==> src/rtl/common_gnss_types_pkg.sv <==
// Shared GNSS front-end types: chip, baseband sample and correlator dump payload.
package common_gnss_types_pkg;

  typedef logic gps_chip_t;
  typedef logic signed [3:0] sample_t;

  localparam int unsigned CORR_ACC_W = 24;

  typedef struct packed {
    logic signed [CORR_ACC_W-1:0] ie;
    logic signed [CORR_ACC_W-1:0] qe;
    logic signed [CORR_ACC_W-1:0] ip;
    logic signed [CORR_ACC_W-1:0] qp;
    logic signed [CORR_ACC_W-1:0] il;
    logic signed [CORR_ACC_W-1:0] ql;
  } corr_dump_t;

endpackage

==> src/rtl/corr_accum.sv <==
// One signed accumulate-and-dump lane. CORR_SATURATE_EN selects clamping
// instead of modulo wrap on the running sum.
module corr_accum
  import common_gnss_types_pkg::*;
#(
  parameter int unsigned ACC_W = CORR_ACC_W
) (
  input  logic                    clk,
  input  logic                    nrst,
  input  logic                    clear,
  input  logic                    en,
  input  logic                    neg,
  input  logic                    dump,
  input  sample_t                 sample,
  output logic signed [ACC_W-1:0] dump_val
);

  logic signed [ACC_W-1:0] acc_q, acc_d;
  logic signed [ACC_W-1:0] dump_q, dump_d;
  logic signed [ACC_W-1:0] prod, sum;

  always_comb begin
    prod = neg ? -ACC_W'(sample) : ACC_W'(sample);
  end

`ifdef CORR_SATURATE_EN
  localparam int unsigned WIDE_W = ACC_W + 1;
  localparam logic signed [ACC_W-1:0] ACC_MAX = {1'b0, {(ACC_W-1){1'b1}}};
  localparam logic signed [ACC_W-1:0] ACC_MIN = {1'b1, {(ACC_W-1){1'b0}}};
  logic signed [WIDE_W-1:0] wide;

  // Extra guard bit exposes overflow; clamp toward the overflow direction.
  always_comb begin
    wide = WIDE_W'(acc_q) + WIDE_W'(prod);
    if (wide[ACC_W] != wide[ACC_W-1]) sum = wide[ACC_W] ? ACC_MIN : ACC_MAX;
    else                              sum = wide[ACC_W-1:0];
  end
`else
  always_comb begin
    sum = acc_q + prod;
  end
`endif

  // Dumping sample seeds the next period so no sample is lost or counted twice.
  always_comb begin
    acc_d  = acc_q;
    dump_d = dump_q;
    if (clear) begin
      acc_d  = '0;
      dump_d = '0;
    end else if (en) begin
      if (dump) begin
        dump_d = acc_q;
        acc_d  = prod;
      end else begin
        acc_d  = sum;
      end
    end
  end

  always_ff @(posedge clk or negedge nrst) begin
    if (!nrst) begin
      acc_q  <= '0;
      dump_q <= '0;
    end else begin
      acc_q  <= acc_d;
      dump_q <= dump_d;
    end
  end

  assign dump_val = dump_q;

endmodule

==> src/rtl/l1ca_correlator.sv <==
// Early/prompt/late L1 C/A correlator with valid/ready dump and sticky overrun.
// Accumulator saturation is enabled by defining CORR_SATURATE_EN.
module l1ca_correlator
  import common_gnss_types_pkg::*;
#(
  parameter int unsigned EPL_SPACING = 2,
  parameter int unsigned ACC_W       = CORR_ACC_W
) (
  input  logic                    clk,
  input  logic                    nrst,
  input  logic                    clear,
  input  logic                    sample_valid,
  input  sample_t                 sample_i,
  input  sample_t                 sample_q,
  input  logic                    code,
  input  logic                    epoch,
  input  logic                    dump_ready,
  output logic                    dump_valid,
  output logic signed [ACC_W-1:0] dump_ie,
  output logic signed [ACC_W-1:0] dump_qe,
  output logic signed [ACC_W-1:0] dump_ip,
  output logic signed [ACC_W-1:0] dump_qp,
  output logic signed [ACC_W-1:0] dump_il,
  output logic signed [ACC_W-1:0] dump_ql,
  output logic                    overrun
);

  localparam int unsigned DL_W = 2 * EPL_SPACING;

  logic [DL_W-1:0]        code_dl_q, code_dl_d;
  logic [EPL_SPACING-1:0] epoch_dl_q, epoch_dl_d;
  logic                   dump_valid_q, dump_valid_d;
  logic                   overrun_q, overrun_d;
  gps_chip_t              early, prompt, late;
  logic                   prompt_epoch, dump_evt;

  // Bit k of each delay line holds the value accepted k+1 samples ago.
  always_comb begin
    early        = code;
    prompt       = code_dl_q[EPL_SPACING-1];
    late         = code_dl_q[DL_W-1];
    prompt_epoch = epoch_dl_q[EPL_SPACING-1];
    dump_evt     = sample_valid & ~clear & prompt_epoch;
  end

  always_comb begin
    code_dl_d    = code_dl_q;
    epoch_dl_d   = epoch_dl_q;
    dump_valid_d = dump_valid_q;
    overrun_d    = overrun_q;
    if (clear) begin
      code_dl_d    = '0;
      epoch_dl_d   = '0;
      dump_valid_d = 1'b0;
      overrun_d    = 1'b0;
    end else begin
      if (sample_valid) begin
        code_dl_d  = DL_W'({code_dl_q, code});
        epoch_dl_d = EPL_SPACING'({epoch_dl_q, epoch});
      end
      // A dump landing on a pending, unaccepted dump loses the older one.
      if (dump_evt) begin
        dump_valid_d = 1'b1;
        if (dump_valid_q && !dump_ready) overrun_d = 1'b1;
      end else if (dump_valid_q && dump_ready) begin
        dump_valid_d = 1'b0;
      end
    end
  end

  always_ff @(posedge clk or negedge nrst) begin
    if (!nrst) begin
      code_dl_q    <= '0;
      epoch_dl_q   <= '0;
      dump_valid_q <= 1'b0;
      overrun_q    <= 1'b0;
    end else begin
      code_dl_q    <= code_dl_d;
      epoch_dl_q   <= epoch_dl_d;
      dump_valid_q <= dump_valid_d;
      overrun_q    <= overrun_d;
    end
  end

  assign dump_valid = dump_valid_q;
  assign overrun    = overrun_q;

  corr_accum #(.ACC_W(ACC_W)) u_ie (
    .clk(clk), .nrst(nrst), .clear(clear), .en(sample_valid), .neg(early),
    .dump(prompt_epoch), .sample(sample_i), .dump_val(dump_ie));
  corr_accum #(.ACC_W(ACC_W)) u_qe (
    .clk(clk), .nrst(nrst), .clear(clear), .en(sample_valid), .neg(early),
    .dump(prompt_epoch), .sample(sample_q), .dump_val(dump_qe));
  corr_accum #(.ACC_W(ACC_W)) u_ip (
    .clk(clk), .nrst(nrst), .clear(clear), .en(sample_valid), .neg(prompt),
    .dump(prompt_epoch), .sample(sample_i), .dump_val(dump_ip));
  corr_accum #(.ACC_W(ACC_W)) u_qp (
    .clk(clk), .nrst(nrst), .clear(clear), .en(sample_valid), .neg(prompt),
    .dump(prompt_epoch), .sample(sample_q), .dump_val(dump_qp));
  corr_accum #(.ACC_W(ACC_W)) u_il (
    .clk(clk), .nrst(nrst), .clear(clear), .en(sample_valid), .neg(late),
    .dump(prompt_epoch), .sample(sample_i), .dump_val(dump_il));
  corr_accum #(.ACC_W(ACC_W)) u_ql (
    .clk(clk), .nrst(nrst), .clear(clear), .en(sample_valid), .neg(late),
    .dump(prompt_epoch), .sample(sample_q), .dump_val(dump_ql));

endmodule

==> config.mk <==
export PLATFORM = sky130hd
export DESIGN_NAME = l1ca_correlator
export DESIGN_NICKNAME = d
export VERILOG_FILES = /design/src/rtl/common_gnss_types_pkg.sv /design/src/rtl/corr_accum.sv /design/src/rtl/l1ca_correlator.sv
export SDC_FILE = /design/constraint.sdc
export NUM_CORES = 1
export LEC_CHECK = 0
export CORE_ASPECT_RATIO = 2
export CORE_MARGIN = 2
export CORE_UTILIZATION = 60
export CTS_BUF_LIST = sky130_fd_sc_hd__clkbuf_4 sky130_fd_sc_hd__clkbuf_8 sky130_fd_sc_hd__clkbuf_16
export DETAILED_ROUTE_END_ITERATION = 8
export PLACE_DENSITY = 0.82
export SYNTH_ARGS = -nofsm -noshare
export SYNTH_HDL_FRONTEND = slang
export SYNTH_SLANG_ARGS = --single-unit
==> constraint.sdc <==
create_clock -name clk -period 7.05 [get_ports clk]
set_clock_uncertainty 0.05 [all_clocks]
set_input_delay 0.705 -clock clk [delete_from_list [all_inputs] [get_ports clk]]
set_output_delay 0.705 -clock clk [all_outputs]
set_load 0.05 [all_outputs]
Word level (Yosys, flattened, before mapping)
Cells that the tools add are included.
- add/subtract/negate cells: 8
- multiplexer cells: 52
- bitwise logic cells: 3
- reduce and logical (&&, ||, !) cells: 10
- operator list (kind ; count):
    two-way mux 24 bit ; 42
    adder 24 bit ; 6
    negation 4 -> 24 bit ; 2
    two-way mux 4 bit ; 2
    nonzero test 2 bit ; 4
    two-way mux 1 bit ; 6
    two-way mux 2 bit ; 2
    AND reduction 2 bit ; 2
    nonzero test 3 bit ; 1
    bitwise AND 1 bit ; 2
    logical AND 1 bit ; 2
    zero test 1 bit ; 1
    inverter 1 bit ; 1
- register bits: 296
- input port bits: 15
- output and inout port bits: 146

Longest topological paths before layout
Gate-level depths: netlist of the first run.
- word-level depth: 6
- depth in mapped cells: 16
- depth with buffers taken out: 16

Modules after synthesis
A second synthesis of the first run with hierarchy kept.
- cell total of the unflattened synthesis: 2292
- area, all modules: 20723.6 µm²
- modules (own cells, without submodules) (module ; instances ; cells an instance ; area an instance (µm²)):
    corr_accum at u_ie ... ; 3 ; 387 ; 3435.8
    corr_accum at u_qp ; 1 ; 393 ; 3463.3
    corr_accum at u_ql ; 1 ; 360 ; 3330.7
    corr_accum at u_il ; 1 ; 350 ; 3273.1
    l1ca_correlator ; 1 ; 28 ; 349.1

Worst setup path before layout of the first run
OpenSTA, ideal clock, no wires.
- path kind: input -> register
- start: input port sample_q[2]
- end: register u_qp.acc_q[20]
- setup time: 0.124 ns
- arrival time: 3.724 ns
- slack: 3.152 ns
- stages on the path: 13
- buffers on the path: 0
- cell sequence: or3_1 -> nand2b_1 -> ha_1 -> a21oi_1 -> ha_1 -> a21oi_1 -> nor3b_1 -> a211oi_1 -> o31ai_1 -> a31oi_1 -> a221oi_1 -> xor2_1 -> o21ai_1
- longest elaborated chain between the ends: 6
- RTL lines (item ; RTL line ; RTL):
    from (decl) ; l1ca_correlator.sv:14 ; input sample_t sample_q,
    negation 4 -> 24 bit ; corr_accum.sv:23 ; prod = neg ? -ACC_W'(sample) : ACC_W'(sample);
    two-way mux 24 bit (*) ; corr_accum.sv:23 ;
    adder 24 bit ; corr_accum.sv:40 ; sum = acc_q + prod;
    two-way mux 24 bit (*) ; corr_accum.sv:52 ; if (dump) begin
    two-way mux 24 bit (*) ; corr_accum.sv:51 ; end else if (en) begin
    two-way mux 24 bit (*) ; corr_accum.sv:48 ; if (clear) begin
    to (signal assigned) ; corr_accum.sv:63 ; acc_q <= '0;
    to (signal assigned) ; corr_accum.sv:66 ; acc_q <= acc_d;
    to (decl) ; corr_accum.sv:18 ; logic signed [ACC_W-1:0] acc_q, acc_d;
Every way passes the cells marked *; elsewhere a longest branch is shown, timed or not. The select of a mux whose other input is x is not followed.
A chain may end at the register's enable or synchronous reset.

Worst setup path after layout of the first run
- start: input port sample_i[0]
- end: register u_ie.acc_q[18]
- longest elaborated chain between the ends: 6
- RTL lines (item ; RTL line ; RTL):
    from (decl) ; l1ca_correlator.sv:13 ; input sample_t sample_i,
    negation 4 -> 24 bit ; corr_accum.sv:23 ;
    two-way mux 24 bit (*) ; corr_accum.sv:23 ;
    adder 24 bit ; corr_accum.sv:40 ;
    two-way mux 24 bit (*) ; corr_accum.sv:52 ;
    two-way mux 24 bit (*) ; corr_accum.sv:51 ;
    two-way mux 24 bit (*) ; corr_accum.sv:48 ;
    to (signal assigned) ; corr_accum.sv:63 ;
    to (signal assigned) ; corr_accum.sv:66 ;
    to (decl) ; corr_accum.sv:18 ;
Marks and branches as above.

==> flow_summary.toml, run 1 <==
[logic_synthesis]
ys_seq_elements = 296
yosys_most_used_dff = "dfrtp_1"
synth_top_area_cell = "dfrtp_1"
synth_cell_types = 79
synth.area.top_cells = "dfrtp_1 (39%), ha_1 (10%), a22o_1 (6.7%)"
syn_inst = 2091
synth.avg_cell_area_um2 = 9.12
mappedNetlistArea_mm2 = 0.0191
synthMostInstantiatedCell = "dfrtp_1"
synthArstFlopShare_pct = 100
ys_seq_area_share_pct = 38.8
yosysTopAreaCellShare_pct = 38.8
synth.net_count = 2270
synth_common_cells = "dfrtp_1 (296), nand2_1 (239), a21oi_1 (172)"
number_of_flops_mapped_to_enable_cells_by_yosys = 0
ys_warn_count = 0

[detailed_routing]
drt_pass1_iterations = 6
drc = 0
via_per_inst = 6.36
post_drt_wl_per_cell_um = 21.0
initialDrtViolationCount = 1234
route.vias.total = 16800
antenna_violating_nets_post_route = 0
drt_wl_total_um = 55600

[status]
status = "finished, final reports clean"

[timing]
final_period_minus_worst_setup_slack_ps = 4410
number_of_setup_violations_in_the_final_report = 0
timing.setup.tns_ps = 0
final.period_utilization_pct = 62.6
drv_slew = 0
max-slew-margin-rel_pct = 20.4
grt_setup_unrepaired = "no"
tightest_slew_ps = 1190
hold_violations_final = 0
max_freq_mhz = 227
whs_ps = 83.6

[setup_path]
crit_end_category = "flip-flop"
critPathLaunchType = "input port"
crit_arrival_ps = 4830
setup.reg_to_reg.worst_slack_ps = 2740
worstPathMaxFanout = 8
reg2reg_depth = 14
regToRegStartpoint = "code_dl_q[1]$_DFFE_PN0P_"
data_required_time_of_the_critical_path_ps = 7460
path_class = "input port to flip-flop"
critical_register_to_register_path_endpoint = "u_qp.acc_q[23]$_DFFE_PN0P_"

[run]
max_cap_viol_count = 0

[cells_and_area]
area_growth_pct = 15.5
final.fill_count = 2491
layout-drive-gt1-share_pct = 5.17
design.final.nets = 2382
fin_area_mm2 = 0.0220
finish.utilization_pct = 70.1

[clock_tree]
htreeDepth = 1
clock-sinks = 296
cts.clk_slew.worst_paths_ps = 70
clk-insertion-delay-late_ps = 580
ctsResizeCount = 0
cts_root_buffer = "clkbuf_16"
cts_setup_buffers = 0
cts_tree = "built"
cts_buffers = 29
cts-root-to-sink-buffers = 3
post_cts_hold_buffer_count = 0

[power]
power.static_leakage_nw = 10.6
intPower_mw = 3.56
ir_drop_mv = 0.271
switchingPower_mw = 1.91
cellPowerDensity_mw_per_mm2 = 248
share_of_total_power_in_combinational_logic_pct = 32.4
totalPowerFinal_mw = 5.47
power_share_of_the_sequential_group_pct = 36.7
clockPowerShare_pct = 30.9
p_sw_share_pct = 34.9

[place]
gp_routability_congestion = 0.955
dpl.hpwl_um = 39200
buffer_ports.inserted = 160
post_dp_cell_area_mm2 = 0.0210

[die]
rows = 92
floorplan.die.width_um = 130
num_io_pins = 161
die_area_mm2 = 0.0333
die_height_um = 256
start_util_pct = 60.7
floorplan.core_area_mm2 = 0.0314

[global_routing]
overflow = 0
grt_start_max_net_pins = 97
grt_pass1_vias = 16700
grtUsageTotal_pct = 33.2
number_of_antenna_violations_at_the_first_check_in_global_routing = 2
grt_pass1_wl_um = 88200

[hold_path]
hold_class = "input port to asynchronous set/reset pin"
## through the flow
| stage | std cells | setup WS [ps] |
|---|---|---|
| finish | 2649 | 2640 |
| global route | 2649 | 2380 |
| CTS | 2648 | 2660 |
| detailed placement | 2595 | 2060 |
| floorplan | 2091 | 3150 |
| global placement | 2595 | 2180 |
## kinds of logic (layout without fill, tap and decap cells)
kind of cell,count (synthesis),count (layout),synth area share [%]
AO/OA/AOI/OAI,756,756,27.1
XOR/XNOR,101,101,4.64
adder cells (fa/ha/maj),164,164,11.0
buffers and inverters,174,308,3.46
flip-flops,296,296,38.8
multiplexers,28,28,1.56
other,0,1,0
AND/OR/NAND/NOR,572,572,13.4
## worst max-delay path: stages
cell	delay, ps
clkdlybuf4s50_1	560
or3_1	400
nand2b_1	170
ha_1	330
a21oi_1	510
ha_1	370
a21o_1	210
o211ai_1	250
a211o_1	200
nor3b_1	520
o41ai_2	190
mux2i_1	140
a221o_1	260
## cell type report
| cell class | instances | area (µm²) | share of cell area, % |
|---|---|---|---|
| clock inverter | 12 | 166 | 0.755 |
| timing repair buffer | 176 | 1720 | 7.79 |
| multi-input combinational | 1621 | 11000 | 50.1 |
| sequential | 296 | 7410 | 33.6 |
| inverter | 79 | 297 | 1.35 |
| clock buffer | 41 | 872 | 3.96 |
| tap | 423 | 529 | 2.40 |
| antenna | 1 | 2.50 | 0.0114 |
## flip-flops by register name, indices dropped and copies added (netlist names)
| signal | count |
|---|---|
| code_dl_q | 4 |
| dump_valid | 1 |
| epoch_dl_q | 2 |
| overrun | 1 |
| u_ie.acc_q | 24 |
| u_ie.dump_val | 24 |
| u_il.acc_q | 24 |
| u_il.dump_val | 24 |
| u_ip.acc_q | 24 |
| u_ip.dump_val | 24 |
| u_qe.acc_q | 24 |
| u_qe.dump_val | 24 |
| u_ql.acc_q | 24 |
| u_ql.dump_val | 24 |
| u_qp.acc_q | 24 |
| u_qp.dump_val | 24 |
## how the worst max path moves through the flow
stage / slack, ps / startpoint / cells after the start / end
floorplan: 3150 / sample_q[2] / 13 / u_qp.acc_q[20]$_DFFE_PN0P_
global placement: 2180 / sample_i[0] / 15 / u_il.acc_q[23]$_DFFE_PN0P_
detailed placement: 2060 / sample_i[0] / 15 / u_il.acc_q[23]$_DFFE_PN0P_
CTS: 2660 / sample_i[0] / 15 / u_il.acc_q[23]$_DFFE_PN0P_
global route: 2380 / sample_i[0] / 15 / u_il.acc_q[23]$_DFFE_PN0P_
finish: 2640 / sample_i[0] / 13 / u_ie.acc_q[18]$_DFFE_PN0P_
## per-layer routing
metal	vias up	track usage, %	share of wire (%)
met5	-	0	0.023
met4	2	15.1	4.8
met3	137	4.01	5.9
met2	612	58.1	51
met1	8243	40.2	38
li1	7848	-	-
## placed cells by master, fill, tap and decap left out, types with 26 or more instances in the layout
master,n
a21o_1,67
clkbuf_16,29
dfrtp_1,295
nand2_1,239
xnor2_1,66
a21oi_1,171
o21ai_1,32
o21ai_0,150
ha_1,158
clkdlybuf4s50_1,157
a22o_1,145
inv_1,78
nor3_1,34
xor2_1,35
nor2_1,149
nand3_1,26
## power groups by stage
stage	logic, mW	clock network [mW]	registers (mW)
after CTS	1.75	1.72	2.00
after global routing	1.96	1.79	2.02
final	1.77	1.69	2.01
after floorplan	1.33	0	1.99
after detailed placement	1.74	0	2.03
after global placement	1.70	0	2.03
No activity file was read; power rests on OpenSTA's default activity.
==> run 2, diff against run 1 <==
Settings changed: CORE_UTILIZATION 60 to 54, PLACE_DENSITY 0.82 to 0.78.
Clock period 7.05 ns to 3.9 ns, I/O delays scaled along.
==> flow_summary.toml, run 2 (synthesis gave the netlist of run 1 again) <==
[clock_tree]
clock-sinks = 296
cts.clk_slew.worst_paths_ps = 60
htreeDepth = 1
clk-insertion-delay-late_ps = 600
cts_buffers = 29
cts_root_buffer = "clkbuf_16"
cts_setup_buffers = 0
cts_tree = "built"
cts-root-to-sink-buffers = 3

[detailed_routing]
drt_wl_total_um = 60400
antenna_violating_nets_post_route = 0
drc = 0
post_drt_wl_per_cell_um = 20.6
initialDrtViolationCount = 1165
via_per_inst = 6.10
route.vias.total = 17900
drt_pass1_iterations = 6

[timing]
drv_slew = 0
max-slew-margin-rel_pct = 24.6
tightest_slew_ps = 1130
grt_setup_unrepaired = "no"
number_of_setup_violations_in_the_final_report = 0
max_freq_mhz = 271
final_period_minus_worst_setup_slack_ps = 3690
timing.setup.tns_ps = 0
hold_violations_final = 0
final.period_utilization_pct = 94.7
whs_ps = 288

[place]
place.detailed.instances = 2879
buffer_ports.inserted = 160
gp_routability_congestion = 0.978
dpl.hpwl_um = 44800
post_dp_cell_area_mm2 = 0.0231

[global_routing]
grt_pass1_wl_um = 95200
overflow = 0
number_of_antenna_violations_at_the_first_check_in_global_routing = 4
grt_start_max_net_pins = 94
grtUsageTotal_pct = 32.6
grt_pass1_vias = 18100

[die]
die_area_mm2 = 0.0369
num_io_pins = 161
start_util_pct = 54.6
die_height_um = 270
floorplan.core_area_mm2 = 0.0350
floorplan.die.width_um = 137
rows = 97

[cells_and_area]
final_common_cell = "dfrtp_1"
final.fill_count = 2841
fin_area_mm2 = 0.0242
area_growth_pct = 27.0
layout_common_cells = "dfrtp_1 (295), buf_4 (269), nand2_1 (239)"
layout-drive-gt1-share_pct = 15.4
design.final.nets = 2646
layout.cells.non_filler = 2935

[setup_path]
cpPeakStageDelay_ps = 440
crit_end_category = "flip-flop"
crit_chain = "clkdlybuf4s50_1 -> or3_1 -> nand2b_1 -> ha_1 -> buf_4 -> a21oi_1 -> buf_4 -> ha_1 -> a21o_1 -> a21o_1 -> a21o_1 -> a21oi_1 -> o21ai_0 -> a211oi_2 -> mux2_1 -> a21oi_1"
regToRegStartpoint = "code_dl_q[1]$_DFFE_PN0P_"
crit_arrival_ps = 4140
data_required_time_of_the_critical_path_ps = 4340
worst_setup_path_startpoint = "sample_q[2]"
worstPathMaxFanout = 4
critPathLaunchType = "input port"
slowest_stage = "clkdlybuf4s50_1"
path_class = "input port to flip-flop"

[status]
status = "finished, final reports clean"

[run]
max_cap_viol_count = 0

[hold_path]
hold_class = "input port to flip-flop"
hold_start = "sample_valid"

[power]
cellPowerDensity_mw_per_mm2 = 441
ir_drop_mv = 0.379
power.static_leakage_nw = 11.9
-- run 2: cell count changes in the layout (fill, tap and decap cells not counted), moves of 2 or more --
cell           before  now
buf_4              16  269
dlygate4sd3_1       0    2
a21oi_1           171  169
clkinv_2            6    3
a21oi_2             6    8
clkinvlp_4          1    3
inv_6               1    3
clkbuf_8            9    6
bufinv_16           4    6
buf_12              0    9
-- run 2: stage by stage --
stage                     power [mW]  util [%]  setup slack [ps]
after floorplan                 6.00         -               317
after detailed placement        7.46      66.1              -432
after CTS                       10.7      69.2               179
after global placement          7.36      66.1              -341
final                           10.7      69.3               206
after global routing            11.2      69.3              15.4
-- run 2: per-layer routing --
layer  track usage (%)  wire length [µm]  vias to the layer above
met5                 0                44                        -
met4              18.7              4060                        6
met3              3.10              2550                      205
met2              57.3             30700                      588
met1              38.0             23000                     8713
li1                  -                 -                     8378
-- run 2: cell type report --
| class | count | area [µm²] | area share (%) |
|---|---|---|---|
| Multi-Input combinational cell | 1621 | 11100 | 45.7 |
| Clock inverter | 15 | 244 | 1.01 |
| Antenna cell | 1 | 2.50 | 0.0103 |
| Sequential cell | 296 | 7410 | 30.6 |
| Tap cell | 445 | 557 | 2.30 |
| Inverter | 79 | 297 | 1.22 |
| Timing Repair Buffer | 440 | 3820 | 15.8 |
| Clock buffer | 38 | 831 | 3.43 |
-- run 2: timing repair --
action / in CTS / in global routing
resized for setup: 0 / 5
hold buffers: 2 / 0
endpoints found under the setup margin: 0 / 7
hold endpoints to repair: 91 / 0
-- run 2: worst max-delay path, delay by kind of cell --
kind / cells / cell delay [ps]
and+or+nand+nor: 2 / 540
adders and majority gates: 2 / 540
AOI/OAI and AO/OA: 8 / 1510
buffers and inverters: 3 / 790
muxes: 1 / 360
-- run 2: report_power, final --
group | switching (mW) | total [mW] | internal, mW
sequential | 0.312 | 3.64 | 3.33
combinational | 2.07 | 3.84 | 1.77
clock | 1.30 | 3.20 | 1.90
-- run 2: final timing paths --
kind                                                  to  slack, ps  depth (start not counted)
max                           u_qe.acc_q[23]$_DFFE_PN0P_        210                         16
min                           u_il.acc_q[23]$_DFFE_PN0P_        290                          4
max reg2reg                   u_qp.acc_q[13]$_DFFE_PN0P_        440                         14
min reg2reg                u_il.dump_val[23]$_DFFE_PN0P_        440                          2
max in group asynchronous  u_ie.dump_val[18]$_DFFE_PN0P_       2500                          3
min in group asynchronous  u_ip.dump_val[11]$_DFFE_PN0P_        350                          2
